## src/rtl/sipo_frame_ctrl_pkg.sv

```systemverilog
// ---------------------------------------------------------------------------
// sipo_ctrl_pkg
//   Shared types and helpers for the serial-in parallel-out frame controller.
//   - state_t   : controller FSM states (IDLE, SHIFT)
//   - cnt_width : width of the bit counter for a given frame width
// ---------------------------------------------------------------------------
package sipo_ctrl_pkg;

  typedef enum logic {
    IDLE  = 1'b0,
    SHIFT = 1'b1
  } state_t;

  // Bit counter width; a 2-bit frame still needs one counter bit.
  function automatic int unsigned cnt_width(input int unsigned width);
    return (width <= 2) ? 1 : $clog2(width);
  endfunction

endpackage

```

## src/rtl/sipo_frame_ctrl_shift.sv

```systemverilog
// ---------------------------------------------------------------------------
// sipo_shift_n
//   Enabled right-shift register with synchronous clear. New bits enter at
//   the MSB and older bits move toward the LSB, so after WIDTH shifts the
//   first received bit sits at q[0].
//   Ports:
//     clk  in   clock
//     rst  in   synchronous active-high reset (clears q)
//     clr  in   synchronous clear (priority over en)
//     en   in   shift enable
//     d    in   serial input bit
//     q    out  register contents [WIDTH-1:0]
// ---------------------------------------------------------------------------
module sipo_shift_n #(
  parameter int unsigned WIDTH = 4
) (
  input  logic             clk,
  input  logic             rst,
  input  logic             clr,
  input  logic             en,
  input  logic             d,
  output logic [WIDTH-1:0] q
);

  logic [WIDTH-1:0] r_q;

  always_ff @(posedge clk) begin
    if (rst || clr) begin
      r_q <= '0;
    end else if (en) begin
      r_q <= {d, r_q[WIDTH-1:1]};
    end
  end

  assign q = r_q;

endmodule

```

## src/rtl/sipo_frame_ctrl.sv

```systemverilog
// ---------------------------------------------------------------------------
// sipo_frame_ctrl
//   Frames a strobed serial bit stream into WIDTH-bit words. Bits are
//   accepted in SHIFT when ser_en is high; the WIDTH-th bit completes a word
//   which is captured into a holding register and offered on a valid/ready
//   handshake. A completed word that finds the holding register occupied
//   (and not being drained this cycle) is dropped and sets a sticky overrun.
//   The shift register is independent of the holding register, so the next
//   frame can be received while the previous word waits.
//   Ports:
//     clk          in   clock
//     rst          in   synchronous active-high reset
//     frame_start  in   start / restart a frame
//     ser_in       in   serial data bit
//     ser_en       in   bit strobe
//     out_ready    in   consumer ready
//     clr_ovr      in   clear sticky overrun
//     par_out      out  completed word, first bit at [0]
//     out_valid    out  par_out holds an unconsumed word
//     busy         out  high while in SHIFT
//     bit_cnt      out  bits accepted in current frame
//     overrun      out  sticky dropped-word flag
// ---------------------------------------------------------------------------
module sipo_frame_ctrl
  import sipo_ctrl_pkg::*;
#(
  parameter int unsigned WIDTH      = 4,
  parameter bit          AUTO_REARM = 1'b0
) (
  input  logic                        clk,
  input  logic                        rst,
  input  logic                        frame_start,
  input  logic                        ser_in,
  input  logic                        ser_en,
  input  logic                        out_ready,
  input  logic                        clr_ovr,
  output logic [WIDTH-1:0]            par_out,
  output logic                        out_valid,
  output logic                        busy,
  output logic [cnt_width(WIDTH)-1:0] bit_cnt,
  output logic                        overrun
);

  localparam int unsigned    CW   = cnt_width(WIDTH);
  localparam logic [CW-1:0]  LAST = CW'(WIDTH - 1);

  state_t           r_state;
  state_t           w_state_nxt;
  logic [CW-1:0]    r_cnt;
  logic [WIDTH-1:0] r_par;
  logic             r_valid;
  logic             r_ovr;

  logic [WIDTH-1:0] w_sr_q;
  logic [WIDTH-1:0] w_word;
  logic             w_accept;
  logic             w_complete;
  logic             w_xfer;
  logic             w_load;

  // frame_start wins over ser_en, so a strobe in the restart cycle is dropped.
  sipo_shift_n #(
    .WIDTH (WIDTH)
  ) u_shift (
    .clk (clk),
    .rst (rst),
    .clr (frame_start),
    .en  (w_accept),
    .d   (ser_in),
    .q   (w_sr_q)
  );

  // The completed word is the value the shift register takes on this edge.
  assign w_word = WIDTH'({ser_in, w_sr_q} >> 1);

  always_comb begin
    w_accept    = (r_state == SHIFT) && ser_en && !frame_start;
    w_complete  = w_accept && (r_cnt == LAST);
    w_xfer      = r_valid && out_ready;
    // Holding register accepts a word if empty or being drained this cycle.
    w_load      = w_complete && (!r_valid || w_xfer);
    w_state_nxt = r_state;
    unique case (r_state)
      IDLE: begin
        if (frame_start) begin
          w_state_nxt = SHIFT;
        end
      end
      SHIFT: begin
        if (frame_start) begin
          w_state_nxt = SHIFT;
        end else if (w_complete) begin
          w_state_nxt = AUTO_REARM ? SHIFT : IDLE;
        end
      end
    endcase
  end

  always_ff @(posedge clk) begin
    if (rst) begin
      r_state <= IDLE;
    end else begin
      r_state <= w_state_nxt;
    end
  end

  always_ff @(posedge clk) begin
    if (rst || frame_start) begin
      r_cnt <= '0;
    end else if (w_accept) begin
      r_cnt <= w_complete ? '0 : r_cnt + CW'(1);
    end
  end

  always_ff @(posedge clk) begin
    if (rst) begin
      r_par   <= '0;
      r_valid <= 1'b0;
    end else if (w_load) begin
      r_par   <= w_word;
      r_valid <= 1'b1;
    end else if (w_xfer) begin
      r_valid <= 1'b0;
    end
  end

  // A drop in the same cycle as clr_ovr leaves the flag set.
  always_ff @(posedge clk) begin
    if (rst) begin
      r_ovr <= 1'b0;
    end else if (w_complete && !w_load) begin
      r_ovr <= 1'b1;
    end else if (clr_ovr) begin
      r_ovr <= 1'b0;
    end
  end

  assign par_out   = r_par;
  assign out_valid = r_valid;
  assign busy      = (r_state == SHIFT);
  assign bit_cnt   = r_cnt;
  assign overrun   = r_ovr;

endmodule

```

## config.mk

```make
export PLATFORM = sky130hd
export DESIGN_NAME = sipo_frame_ctrl
export DESIGN_NICKNAME = d
export VERILOG_FILES = /design/src/rtl/sipo_frame_ctrl_pkg.sv /design/src/rtl/sipo_frame_ctrl_shift.sv /design/src/rtl/sipo_frame_ctrl.sv
export SDC_FILE = /design/constraint.sdc
export NUM_CORES = 1
export LEC_CHECK = 0
export CAP_MARGIN = 20
export CORE_MARGIN = 5
export CORE_UTILIZATION = 25
export CTS_CLUSTER_DIAMETER = 150
export CTS_CLUSTER_SIZE = 25
export DETAILED_ROUTE_END_ITERATION = 12
export PLACE_DENSITY = 0.56
export SYNTH_ARGS = -nofsm -noshare
export SYNTH_HDL_FRONTEND = slang
export SYNTH_SLANG_ARGS = --single-unit
```

## constraint.sdc

```tcl
create_clock -name clk -period 2.25 [get_ports clk]
set_input_delay 0.3375 -clock clk [delete_from_list [all_inputs] [get_ports clk]]
set_output_delay 0.3375 -clock clk [all_outputs]
set_load 0.01 [all_outputs]
```

* Word-level counts from Yosys, hierarchy flattened
Index checks and enable logic that the tools add are counted.
** Cells by class
- $add $sub $neg :: 1
- Equal/unequal tests :: 1
- Muxes and demuxes :: 9
- Bitwise gates (word level) :: 1
- Reduce and logical (&&, ||, !) cells :: 13
** Operator list (number)
- $mux W1 :: 7
- $logic_and A1 B1 Y1 :: 6
- $reduce_bool A2 Y1 :: 2
- $logic_not A1 Y1 :: 3
- $add A2 B1 Y2 const B :: 1
- $eq A2 B2 Y1 const B :: 1
- $logic_or A1 B1 Y1 :: 2
- $mux W2 :: 1
- $pmux W1 S2 :: 1
- $not A1 Y1 :: 1
** Word-level totals
- Flip-flop bits (word level) :: 13
- Input bits :: 7
- Output and inout port bits :: 9
- Logic and storage cells :: 31

* Logic depth before layout (Yosys ltp)
Gate-level depths: netlist of run 1.
- Depth after elaboration :: 7
- Mapped depth :: 5
- Gate-level depth less buffers :: 4

* By module
A second synthesis of run 1 with hierarchy kept.
** Unflattened totals
- Cell total of the unflattened synthesis :: 54
- Area, all modules :: 514.2 um^2
** By module, submodules not included
- sipo_frame_ctrl :: times used 1, cells each 41, area each 369.1 um^2, sequential area each 180.2 um^2
- sipo_shift_n :: times used 1, cells each 13, area each 145.1 um^2, sequential area each 80.1 um^2

* Worst setup path before layout of run 1
OpenSTA, ideal clock, no wires.
- Kind :: flip-flop to flip-flop
- Start point :: register r_cnt[0] (netlist: bit_cnt[0])
- End point :: register r_ovr (netlist: overrun)
- Setup time :: 0.128 ns
- Arrival :: 1.039 ns
- Required time :: 2.122 ns
- Path slack :: 1.083 ns
- Stages on the path, launching flop included :: 6
- Buffers on the path :: 1
- Clock period less this slack :: 1.167 ns
- Cell sequence :: dfxtp_1 > ha_1 > and4b_1 > buf_6 > a21oi_1 > nor2_1
** On the way
- Longest elaborated chain between the ends :: 6
- Elaborated cells on any way between the ends :: 7
- Those cells by class :: eq/ne (1); mux (1); reduce/logical (5)
** RTL lines
- start: declaration :: RTL line sipo_frame_ctrl.sv:49 : logic [CW-1:0] r_cnt;
- start signal: assignment :: RTL line sipo_frame_ctrl.sv:111 : r_cnt <= w_complete ? '0 : r_cnt + CW'(1);
- $eq A2 B2 Y1 * :: RTL line sipo_frame_ctrl.sv:78 : w_complete = w_accept && (r_cnt == LAST);
- $logic_and A1 B1 Y1 * :: RTL line sipo_frame_ctrl.sv:78
- $logic_and A1 B1 Y1 :: RTL line sipo_frame_ctrl.sv:81 : w_load = w_complete && (!r_valid || w_xfer);
- $logic_not A1 Y1 :: RTL line sipo_frame_ctrl.sv:131 : end else if (w_complete && !w_load) begin
- $logic_and A1 B1 Y1 * :: RTL line sipo_frame_ctrl.sv:131
- $mux W1 / $reduce_bool A2 Y1 (equally long branches)
- end signal: assignment :: RTL line sipo_frame_ctrl.sv:130 : r_ovr <= 1'b0;
- end signal: assignment :: RTL line sipo_frame_ctrl.sv:132 : r_ovr <= 1'b1;
- end signal: assignment :: RTL line sipo_frame_ctrl.sv:134 : r_ovr <= 1'b0;
- end: declaration :: RTL line sipo_frame_ctrl.sv:52 : logic r_ovr;
Every way passes the cells marked *; elsewhere a longest branch is shown, timed or not.
A chain may end at the register's enable or synchronous reset.

* Worst setup path in the final report of run 1
- Start point :: register r_cnt[0] (netlist: bit_cnt[0])
- End point :: output bit_cnt[0]
** RTL lines
- end: declaration :: RTL line sipo_frame_ctrl.sv:40 : output logic [cnt_width(WIDTH)-1:0] bit_cnt,
No word-level cell between the ends.

==> flow_summary_export.csv, run 1 <==
group,metric,value,unit
outcome,status,"finished, final reports clean",
routing,avgRoutedWirePerCell,10.71,um
finish,fillers,209,
clock_tree,cts_tree,"built",
grt,grt.overflow.total,0,
synth,synth_cell_types,15,
critical_path,end_kind,"output pin",
power,p_total,0.3700,mW
clock_tree,clk_latency,0.26,ns
die,chipWidth,54.07,um
routing,ant_nets,0,
synth,syn_nets,58,
clock_tree,numCtsBuffers,3,
die,rows,16,
min_path,min_path_cells,2,
critical_path,reg2regPathDepth,4,
grt,use_met2,11.90,%
critical_path,crit_buf_inv,1,
finish,utilization,35.39,%
timing,slew_viol_final,0,
finish,nNetsFinal,75,
grt,grt_pass1_wl,1462,um
clock_tree,path_clk_slew,0.07,ns
synth,syn_area_per_cell,9.709,sq um
die,fp.dieArea,0.002923,sq mm
critical_path,cp_max_fo,4,
synth,ys_seq_area_share,49.48,%
finish,syn2layout_area_growth,38.66,%
timing,fin_worst_skew,0.0005915,ns
critical_path,cp_top_family,"buffers and inverters",
timing,slew_headroom,66.10,%
die,die_y,54.07,um
place,gp_congestion,0.6968,
timing,fin_tns_setup,0,ns
synth,yosys_warnings,0,
grt,grt_pass1_vias,355,
min_path,hold_path_class,"reg -> reg",
clock_tree,clk_path_buf_depth,2,
timing,rsz0062_at_grt,"false",
grt,grt_max_degree,13,
critical_path,cp_slowest_cell,"clkdlybuf4s50_1",
power,leakagePower,0.2542,nW
place,io_buffers,15,
clock_tree,cts_root_buf,"clkbuf_4",
routing,wl,985,um
power,peakVddDrop,0.0002033,V
synth,synth_cells,50,
grt,met1_usage,7.297,%
timing,hold_viol,0,
critical_path,start_kind,"flip-flop",
die,io_pins,16,
critical_path,cp.arrival,1.20,ns
critical_path,critPathKind,"reg -> out",
grt,antenna_found_initial,0,
timing,finalHoldWorstSlack,0.4762,ns
grt,grtUsageMet3,1.662,%
synth,syn_area,485.5,sq um
finish,final_cell_mix,"clkdlybuf4s50_1 (15), dfxtp_1 (12)",
routing,viasPerCell,4.500,
clock_tree,postCtsSetupRepairBufs,0,
timing,fmax,0.6494,GHz
die,start_util,25.53,%
routing,drt-pass1-iter-count,4,
critical_path,crit_cells,1,
grt,top_usage_layer,"met2",
clock_tree,ctsResizeCount,0,
power,powerDensity,549.7,mW/mm^2
clock_tree,ctsHtreeMaxLevel,1,
run,maxCapViolCount,0,
critical_path,required,1.91,ns
critical_path,cpPeakStageDelay,0.56,ns
clock_tree,hold_buffers,0,
critical_path,path_cells,"clkdlybuf4s50_1",
routing,drc,0,
timing,setup_violations,0,
place,hpwl,756.2,um
timing,worst-slew-pin-transition,0.5074,ns
finish,final_common_cell,"clkdlybuf4s50_1",
synth,ys_ff_latch,12,
timing,setup_slack,0.7101,ns
die,design.core.area,0.001902,sq mm
place,dp_slack,0.5814,ns
routing,vias,414,
finish,drive_gt1_share,6.154,%
clock_tree,cts.sinks,12,
timing,min_period,1.540,ns
grt,grt_use_total,7.261,%
finish,num_antenna_cells,0,
timing,fin_crit_sh,68.44,%
routing,drt_iter0_markers,3,
==> where the power goes <==
part | leakage [nW] | total [mW] | internal, mW | switching [mW]
logic | 0.143 | 0.0291 | 0.0169 | 0.0122
clock network | 0.0138 | 0.124 | 0.0617 | 0.0624
registers | 0.0970 | 0.217 | 0.215 | 0.00225
==> path summary, 6_finish.rpt <==
| kind | end | from | slack [ns] |
|---|---|---|---|
| hold / removal | par_out[3]$_SDFFE_PP0P_ | par_out[3]$_SDFFE_PP0P_ | 0.48 |
| hold reg to reg | par_out[3]$_SDFFE_PP0P_ | par_out[3]$_SDFFE_PP0P_ | 0.48 |
| setup / recovery | bit_cnt[0] | bit_cnt[0]$_SDFFE_PP0P_ | 0.71 |
| setup reg to reg | par_out[0]$_SDFFE_PP0P_ | bit_cnt[0]$_SDFFE_PP0P_ | 0.98 |
==> synth_stat cells, drive strengths merged <==
master  instances  share of area, %
dfxtp          12                49
nor3            6               7.2
a21oi           5               5.2
mux2i           5                10
nor2            5               3.9
nand3b          4               6.2
o21ai           4               4.1
clkbuf          2               1.5
nor2b           2               2.6
and4b           1               2.1
buf             1               2.3
ha              1               2.6
nand2           1              0.77
nand4b          1               1.8
==> flip-flops by register name, indices dropped and copies added (netlist names) <==
register	flops
par_out	4
u_shift.q	3
bit_cnt	2
busy	1
out_valid	1
overrun	1
==> kinds of logic after synthesis <==
family	count (synthesis)	share of synthesized area, %
compound gates	9	9.278
fa+ha+maj	1	2.577
buf+inv	3	3.866
flops	12	49.48
mux	5	10.31
simple gates	20	24.48
==> area by class of cell <==
| class | count | area [sq um] | share of cell area, % |
|---|---|---|---|
| timing repair buffer | 15 | 150.1 | 22.30 |
| tap | 27 | 33.78 | 5.019 |
| clock buffer | 3 | 22.52 | 3.346 |
| sequential | 12 | 240.2 | 35.69 |
| multi-input combinational | 35 | 226.5 | 33.64 |
==> metal layers <==
metal | up-vias | routed length [um]
met2 | 11 | 484
met5 | - | 0
met4 | 0 | 15
met1 | 190 | 441
met3 | 2 | 42
li1 | 211 | -
==> stage by stage <==
stage | area, sq um | cells
floorplan | 485.5 | 50
global placement | 650.6 | 89
detailed placement | 650.6 | 89
CTS | 673.1 | 92
global route | 673.1 | 92
finish | 673.1 | 92
Note: power is estimated with default switching activity, not from simulation.
==> inputs of run 2 (changes only) <==
--- a/config.mk
+++ b/config.mk
@@ -11,7 +11,7 @@
 export CTS_CLUSTER_DIAMETER = 150
 export CTS_CLUSTER_SIZE = 25
 export DETAILED_ROUTE_END_ITERATION = 12
-export PLACE_DENSITY = 0.56
+export PLACE_DENSITY = 0.58
 export SYNTH_ARGS = -nofsm -noshare
 export SYNTH_HDL_FRONTEND = slang
 export SYNTH_SLANG_ARGS = --single-unit
==> constraint.sdc (replaced) <==
create_clock -name clk -period 1.35 [get_ports clk]
set_input_delay 0.2025 -clock clk [delete_from_list [all_inputs] [get_ports clk]]
set_output_delay 0.2025 -clock clk [all_outputs]
set_load 0.01 [all_outputs]
==> run 2 against run 1 <==
  * Sequential cell count stayed put
  * Combinational power is 77% higher
  * Global-route usage is 0.52 points higher
  * Sequential power is 66% higher
  * Clock skew is 0.0015 ns higher
  * Worst hold slack worse by 0.0024 ns
  * Clock power is 130% higher
  * Final cell count is 3.3% higher
  * Sequential share of layout area is 1.9 points lower
  * Total power is 89% higher
==> flow_summary_export.csv, run 2 (synthesis gave the netlist of run 1 again) <==
group,metric,value,unit
timing,setup_violations,0,
grt,grt_pass1_wl,1559,um
routing,vias,407,
timing,slew_viol_final,0,
timing,fmax,0.7973,GHz
clock_tree,clk_latency,0.27,ns
power,peakVddDrop,0.0004258,V
critical_path,end_kind,"flip-flop",
clock_tree,clk_path_buf_depth,2,
routing,viasPerCell,4.284,
clock_tree,cts.sinks,12,
timing,min_period,1.254,ns
clock_tree,cts_root_buf,"clkbuf_4",
finish,nNetsFinal,77,
grt,grt_max_degree,13,
grt,grt_pass1_vias,353,
power,leakagePower,0.3956,nW
die,io_pins,16,
timing,fin_tns_setup,0,ns
critical_path,cp_max_fo,7,
die,start_util,25.53,%
routing,wl_met3,71,um
die,chipWidth,54.07,um
routing,ant_nets,0,
routing,drt_iter0_markers,2,
routing,wl,1017,um
critical_path,start_kind,"flip-flop",
outcome,status,"finished, final reports clean",
grt,grt.overflow.total,0,
timing,fin_worst_skew,0.002131,ns
timing,slew_headroom,68.71,%
routing,wl_met2,475,um
die,design.core.area,0.001902,sq mm
place,hpwl,740.1,um
place,dp_slack,-0.07285,ns
grt,antenna_found_initial,0,
min_path,hold_path_class,"reg -> reg",
die,die_y,54.07,um
timing,finalHoldWorstSlack,0.4738,ns
timing,fin_crit_sh,92.90,%
routing,drc,0,
timing,rsz0062_at_grt,"false",
routing,drt-met1-wl,451,um
place,dpl.cell_count,91,
place,io_buffers,15,
finish,finalNonFillerCells,95,
finish,largest_reg_flops,4,
power,powerDensity,977.1,mW/mm^2
clock_tree,cts_tree,"built",
routing,avgRoutedWirePerCell,10.71,um
finish,syn2layout_area_growth,47.16,%
timing,hold_viol,0,
grt,grt_use_total,7.780,%
timing,setup_slack,0.09584,ns
die,rows,16,
finish,final_cell_mix,"dfxtp_1 (11), clkdlybuf4s50_1 (6), dlymetal6s2s_1 (6)",
finish,fillers,200,
run,maxCapViolCount,0,
die,fp.dieArea,0.002923,sq mm
critical_path,required,1.55,ns
routing,drt-pass1-iter-count,4,
clock_tree,path_clk_slew,0.08,ns
clock_tree,numCtsBuffers,3,
clock_tree,ctsHtreeMaxLevel,1,
critical_path,cp.arrival,1.46,ns
timing,worst-slew-pin-transition,0.4683,ns
place,gp_congestion,0.7759,
critical_path,critPathKind,"reg -> reg",
finish,num_antenna_cells,0,
routing,top_layer,"met4",
finish,final_common_cell,"dfxtp_1",
finish,drive_gt1_share,11.76,%
[run 2: changes by cell type in the layout (fill, tap and decap cells not counted), sizes merged]
cell,delta
dlymetal6s2s,+6
clkbuf,+1
buf,+2
dlygate4sd2,+3
clkdlybuf4s50,-9
[run 2: area by class of cell]
cell class / instances / area (sq um) / share of cell area, %
flip-flops and latches: 12 / 241.5 / 33.80
clock buffers: 4 / 36.28 / 5.079
multi-input cells: 35 / 226.5 / 31.70
well taps: 27 / 33.78 / 4.729
repair buffers: 17 / 176.4 / 24.69
[run 2: timing repair]
action                                  in CTS  in global routing
pin swaps                                    0                  0
gates resized for setup                      4                  6
hold buffers                                 0                  0
endpoints found under the hold margin        0                  0
endpoints found under the setup margin       3                  6
buffers inserted                             0                  0
[run 2: layer usage]
layer | up-vias | global-route usage [%]
li1 | 214 | -
met1 | 180 | 9.136
met2 | 11 | 11.29
met3 | 2 | 1.939
met4 | 0 | 7.469
met5 | - | 0
[run 2: per-stage QoR]
step,util (%),power (mW),cell area (sq um)
floorplan,-,0.3875,485.5
global placement,35.00,0.4230,665.6
detailed placement,35.00,0.4235,665.6
CTS,36.78,0.7095,699.4
global route,37.57,0.7349,714.4
finish,37.57,0.6981,714.4
[run 2: worst max-delay path: stages, from the launching register on]
cell and delay [ns]:
dfxtp_1 0.37, ha_1 0.21, and4b_1 0.37, nand3b_1 0.11, a21oi_1 0.13
[run 2: worst paths after layout]
path,start,end,slack (ns),cells past startpoint
max,bit_cnt[0]$_SDFFE_PP0P_,par_out[0]$_SDFFE_PP0P_,0.1,4
max reg2reg,bit_cnt[0]$_SDFFE_PP0P_,par_out[0]$_SDFFE_PP0P_,0.1,4
min reg2reg,par_out[2]$_SDFFE_PP0P_,par_out[2]$_SDFFE_PP0P_,0.47,2
min,par_out[2]$_SDFFE_PP0P_,par_out[2]$_SDFFE_PP0P_,0.47,2
[run 2: power by group]
part	switching, mW	leakage, nW	internal, mW
clock network	0.121	0.0210	0.164
logic	0.0217	0.277	0.0297
registers	0.00361	0.0972	0.358
total	0.147	0.396	0.551
